File: src/rtl/note_chart_sequencer.sv
// note_chart_sequencer: reads {lane,duration} chart entries from a 1-cycle-latency RAM, presents notes
// over valid/ready and holds each for duration*TICK_DIV cycles. Define NOTE_SEQ_LOOP_EN to loop forever.
module note_chart_sequencer #(
    parameter logic [15:0] BASE_ADDR   = 16'hF000,
    parameter int unsigned NUM_ENTRIES = 20,
    parameter int unsigned TICK_DIV    = 50000
) (
    input  logic        clk,
    input  logic        reset,
    input  logic        start,
    output logic        mem_rd_en,
    output logic [15:0] mem_addr,
    input  logic [15:0] mem_data,
    output logic        note_valid,
    output logic [3:0]  note_lane,
    input  logic        note_ready,
    output logic        busy,
    output logic        done
);

    localparam int unsigned IDX_W  = (NUM_ENTRIES > 1) ? $clog2(NUM_ENTRIES) : 1;
    localparam int unsigned TICK_W = (TICK_DIV > 1) ? $clog2(TICK_DIV) : 1;
    localparam logic [IDX_W-1:0]  IDX_LAST  = IDX_W'(NUM_ENTRIES - 1);
    localparam logic [TICK_W-1:0] TICK_LAST = TICK_W'(TICK_DIV - 1);

    typedef enum logic [3:0] {
        S_IDLE,
        S_FETCH,
        S_WAIT,
        S_DECODE,
        S_PRESENT,
        S_HOLD,
        S_ADVANCE,
        S_END,
        S_DONE
    } state_t;

    state_t              state_q, state_d;
    logic [IDX_W-1:0]    idx_q, idx_d;
    logic [15:0]         entry_q, entry_d;
    logic [11:0]         hold_q, hold_d;
    logic [TICK_W-1:0]   tick_q, tick_d;
    logic [3:0]          lane_q, lane_d;

    always_ff @(posedge clk or negedge reset) begin
        if (!reset) begin
            state_q <= S_IDLE;
            idx_q   <= '0;
            entry_q <= '0;
            hold_q  <= '0;
            tick_q  <= '0;
            lane_q  <= '0;
        end else begin
            state_q <= state_d;
            idx_q   <= idx_d;
            entry_q <= entry_d;
            hold_q  <= hold_d;
            tick_q  <= tick_d;
            lane_q  <= lane_d;
        end
    end

    always_comb begin
        state_d    = state_q;
        idx_d      = idx_q;
        entry_d    = entry_q;
        hold_d     = hold_q;
        tick_d     = tick_q;
        lane_d     = lane_q;
        mem_rd_en  = 1'b0;
        note_valid = 1'b0;
        busy       = 1'b1;
        done       = 1'b0;

        case (state_q)
            S_IDLE: begin
                busy = 1'b0;
                if (start) begin
                    idx_d   = '0;
                    state_d = S_FETCH;
                end
            end
            S_FETCH: begin
                mem_rd_en = 1'b1;
                state_d   = S_WAIT;
            end
            S_WAIT: begin
                entry_d = mem_data;
                state_d = S_DECODE;
            end
            S_DECODE: begin
                tick_d = '0;
                hold_d = entry_q[11:0];
                if (entry_q[11:0] == 12'd0) begin
                    state_d = S_END;
                end else if (entry_q[15:12] == 4'd0) begin
                    state_d = S_HOLD;
                end else begin
                    lane_d  = entry_q[15:12];
                    state_d = S_PRESENT;
                end
            end
            S_PRESENT: begin
                note_valid = 1'b1;
                if (note_ready) begin
                    state_d = S_HOLD;
                end
            end
            S_HOLD: begin
                // hold is never 0 here: zero durations are decoded as the end marker
                if (tick_q == TICK_LAST) begin
                    tick_d = '0;
                    hold_d = hold_q - 12'd1;
                    if (hold_q == 12'd1) begin
                        state_d = S_ADVANCE;
                    end
                end else begin
                    tick_d = tick_q + TICK_W'(1);
                end
            end
            S_ADVANCE: begin
                if (idx_q == IDX_LAST) begin
                    state_d = S_END;
                end else begin
                    idx_d   = idx_q + IDX_W'(1);
                    state_d = S_FETCH;
                end
            end
            S_END: begin
`ifdef NOTE_SEQ_LOOP_EN
                idx_d   = '0;
                state_d = S_FETCH;
`else
                state_d = S_DONE;
`endif
            end
            S_DONE: begin
                busy = 1'b0;
                done = 1'b1;
                if (start) begin
                    idx_d   = '0;
                    state_d = S_FETCH;
                end
            end
            default: begin
                state_d = S_IDLE;
            end
        endcase
    end

    assign mem_addr  = BASE_ADDR + 16'(idx_q);
    assign note_lane = lane_q;

endmodule

File: config.mk
export PLATFORM = sky130hd
export DESIGN_NAME = note_chart_sequencer
export DESIGN_NICKNAME = d
export VERILOG_FILES = /design/src/rtl/note_chart_sequencer.sv
export SDC_FILE = /design/constraint.sdc
export NUM_CORES = 1
export LEC_CHECK = 0
export CAP_MARGIN = 10
export CORE_MARGIN = 4
export CORE_UTILIZATION = 40
export CTS_CLUSTER_DIAMETER = 30
export DETAILED_ROUTE_END_ITERATION = 10
export PLACE_DENSITY = 0.6
export SLEW_MARGIN = 40
export SYNTH_ARGS = -nofsm -noshare
export SYNTH_HDL_FRONTEND = slang
export SYNTH_SLANG_ARGS = --single-unit
export TNS_END_PERCENT = 20
File: constraint.sdc
create_clock -name clk -period 2.57 [get_ports clk]
set_input_delay 0.3855 -clock clk [delete_from_list [all_inputs] [get_ports clk]]
set_output_delay 0.3855 -clock clk [all_outputs]
set_load 0.005 [all_outputs]
==> results.yml <==
clock_network:
  path_clk_slew_ns: 0.07
  cts_tree: "done"
  ctsResizeCount: 0
  cts_num_sinks: 57
  cts_made_buffers: 9
  h-tree-depth: 3
  worstSkewPairLatency_ns: 0.34
  clockRootBuffer: "clkbuf_8"
  cts_hold_buf: 0
  postCtsSetupRepairBufs: 0
  clockBufferDepth: 2
layout:
  drive_above_1_share: 0.183
  num-fill-cells: 766
  layout.cells.non_filler: 471
  finish.net_count: 385
  regArea_mm2: 0.00143
  antenna_cells: 0
  multi_input_comb_area_mm2: 0.00177
  final_area_mm2: 0.00399
  areaGrowthSynthToFinish_pct: 18.4
setup_path:
  cp_cell_sequence: "nor3_2 -> inv_1 -> nor2_1 -> clkdlybuf4s50_1"
  r2r_cells: 6
  crit_path_end_kind: "output port"
  timing.rr.end: "state_q[1]"
  r2r_setup_slack_ns: 0.38
  max_stage_delay_ns: 0.56
  critPathLaunchType: "flip-flop"
  cp_max_fo: 15
  cp_data_arrival_time_ns: 1.95
  critPathKind: "reg2out"
  rr_startpoint: "tick_q[0]"
  cp_slowest_cell: "dfrtp_1"
  timing.critical_path.required_ns: 2.18
timing:
  hold-worst-slack_ns: 0.0837
  fmax_mhz: 428
  setup_viol: 0
  tightestPinTransition_ns: 0.698
  fin_crit_sh: 0.908
  drv_slew: 0
  finalSetupTns_ns: 0
  hold_viol: 0
  min_period_ns: 2.33
  worst_clock_skew_ns: 0.0134
  slew_headroom: 0.534
  rsz0062_at_grt: "false"
power_and_ir_drop:
  p_leak_nw: 1.57
  p_int_mw: 2.68
  p_seq_frac: 0.390
  finalPower_mw: 4.19
  p_sw_mw: 1.51
  pwr-share-comb: 0.377
  vdd_drop_max_mv: 0.456
  pwr-share-clk: 0.233
  switching_share: 0.360
  p_per_area_mw_per_mm2: 1050
floorplan:
  die_w_um: 99.7
  std_cell_rows: 33
  core-area_mm2: 0.00822
  dieArea_mm2: 0.00994
  die_y_um: 99.7
  initial_utilization: 0.409
  num_io_pins: 44
logic_synthesis:
  ys_seq_elements: 57
  ys_types: 64
  yosys.area.top_type: "dfrtp_1"
  yosysTopAreaCellShare: 0.424
  synthMuxAreaShare: 0.0833
  synth_top_family_by_area: "simple AND/OR/NAND/NOR gates"
  async_flop_share: 1.00
  synth-adder-area-share: 0.0149
  synth_most_common_cell: "dfrtp_1"
  syn_area_per_cell_um2: 10.2
  ys_seq_area_frac: 0.424
  synthXorXnorAreaFrac: 0
  synth_flop_cell: "dfrtp_1"
  yosys.area_share.simple: 0.233
  synth_compound_area_frac: 0.179
  yosys-top-cells-area: "dfrtp_1, mux2_2, nand2_1, a31oi_1, nand3_1"
  syn_inst: 329
  synth_commonest_cells: "dfrtp_1, nand2_1, mux2_2"
  yosys_warnings: 0
  syn_area_mm2: 0.00336
  synth_edf_count: 0
routing:
  vias: 2783
  drc: 0
  wire_per_inst_um: 16.8
  ant_nets: 0
  viasPerCell: 5.91
  drtPass1Iterations: 4
  wl_um: 7900
  drt_iter0_drc: 137
worst_hold_path:
  hold_path_class: "in2async"
global_route:
  grt_max_degree: 33
  grt_pass1_vias: 2587
  grt_antenna_before_repair: 0
  grt_overflow: 0
  grtUsageTotal: 0.168
  grt_pass1_wl_um: 13100
run:
  max-cap-violations: 0
place:
  dp_cells: 455
  place.port_buffers: 32
  gp_congestion: 0.839
  place_hpwl_um: 5600
  place_area_mm2: 0.00375
run_status:
  outcome: "finished clean"
## state kept, by name (all words and copies together) (netlist names)
name	flops
hold_q	12
idx_q	5
note_lane	4
entry_q	16
state_q	4
tick_q	16
## cell families (layout without fill, tap and decap cells)
logic type / after synthesis / after routing
AND/OR/NAND/NOR: 125 / 125
multiplexers: 25 / 25
other: 2 / 11
buffers and inverters: 38 / 66
flip-flops: 57 / 57
AO/OA/AOI/OAI: 78 / 78
adder cells (fa/ha/maj): 4 / 4
## power by group through the flow
stage / logic, mW / registers [mW] / clock network, mW
finish: 1.58 / 1.63 / 0.976
floorplan: 1.17 / 1.49 / 0
global route: 1.76 / 1.70 / 1.04
global placement: 1.57 / 1.64 / 0
detailed placement: 1.59 / 1.64 / 0
CTS: 1.59 / 1.63 / 0.998
## metal layers
layer  track usage  up-vias  routed length (um)
met5             0        -                   0
li1              -     1324                   -
met4        0.0651        0                 129
met1         0.221     1358                3600
met3        0.0400       10                 432
met2         0.268       91                3740
## cell type report
type / count / area share
tap: 105 / 0.0330
multi-input combinational: 243 / 0.444
clock buffer: 12 / 0.0389
clock inverter: 4 / 0.0188
timing repair buffer: 44 / 0.102
inverter: 6 / 0.00565
sequential: 57 / 0.358
## layout by cell type, fill, tap and decap left out, types with 3 or more instances in the layout
cell type | synthesis | routed
clkbuf_8 | 0 | 11
a21oi_1 | 4 | 4
conb_1 | 2 | 11
a22oi_1 | 5 | 5
and3_1 | 3 | 3
nand2_1 | 25 | 25
mux2_2 | 22 | 22
ha_1 | 4 | 4
a31oi_1 | 14 | 14
dfrtp_1 | 57 | 57
o221ai_1 | 7 | 7
or4_1 | 3 | 3
a211oi_1 | 4 | 4
a22o_1 | 4 | 4
or3_1 | 3 | 3
o31ai_1 | 3 | 3
buf_4 | 11 | 12
and4bb_2 | 3 | 3
nand3b_1 | 4 | 4
inv_1 | 6 | 6
a41oi_1 | 3 | 3
nand4_1 | 3 | 3
and4_1 | 3 | 3
o32ai_1 | 4 | 4
nor2_1 | 19 | 19
nand4bb_1 | 4 | 4
nand3_1 | 17 | 17
nor4_1 | 6 | 6
o21ai_0 | 11 | 11
nor3_1 | 13 | 12
clkdlybuf4s50_1 | 0 | 31
## critical path, delay by kind of cell, from the launching register on
| family | cells | cell delay [ns] |
|---|---|---|
| buffers and inverters | 2 | 0.65 |
| DFF | 1 | 0.56 |
| and+or+nand+nor | 2 | 0.40 |
## metrics by stage
stage / worst slack, ns / util
after floorplan: 0.642 / -
after global placement: 0.488 / 0.456
after detailed placement: 0.406 / 0.456
after CTS: 0.110 / 0.484
after global routing: 0.0532 / 0.485
final: 0.236 / 0.485
## worst max-delay path by stage
stage	to	startpoint	slack (ns)	cells after the start
after floorplan	hold_q[1]	tick_q[0]	0.64	7
after global placement	hold_q[1]	tick_q[0]	0.49	5
after detailed placement	state_q[1]	tick_q[0]	0.41	6
after CTS	done	state_q[2]	0.11	4
after global routing	mem_rd_en	state_q[0]	0.05	3
final	done	state_q[2]	0.24	4
Note: power is estimated with default switching activity, not from simulation.
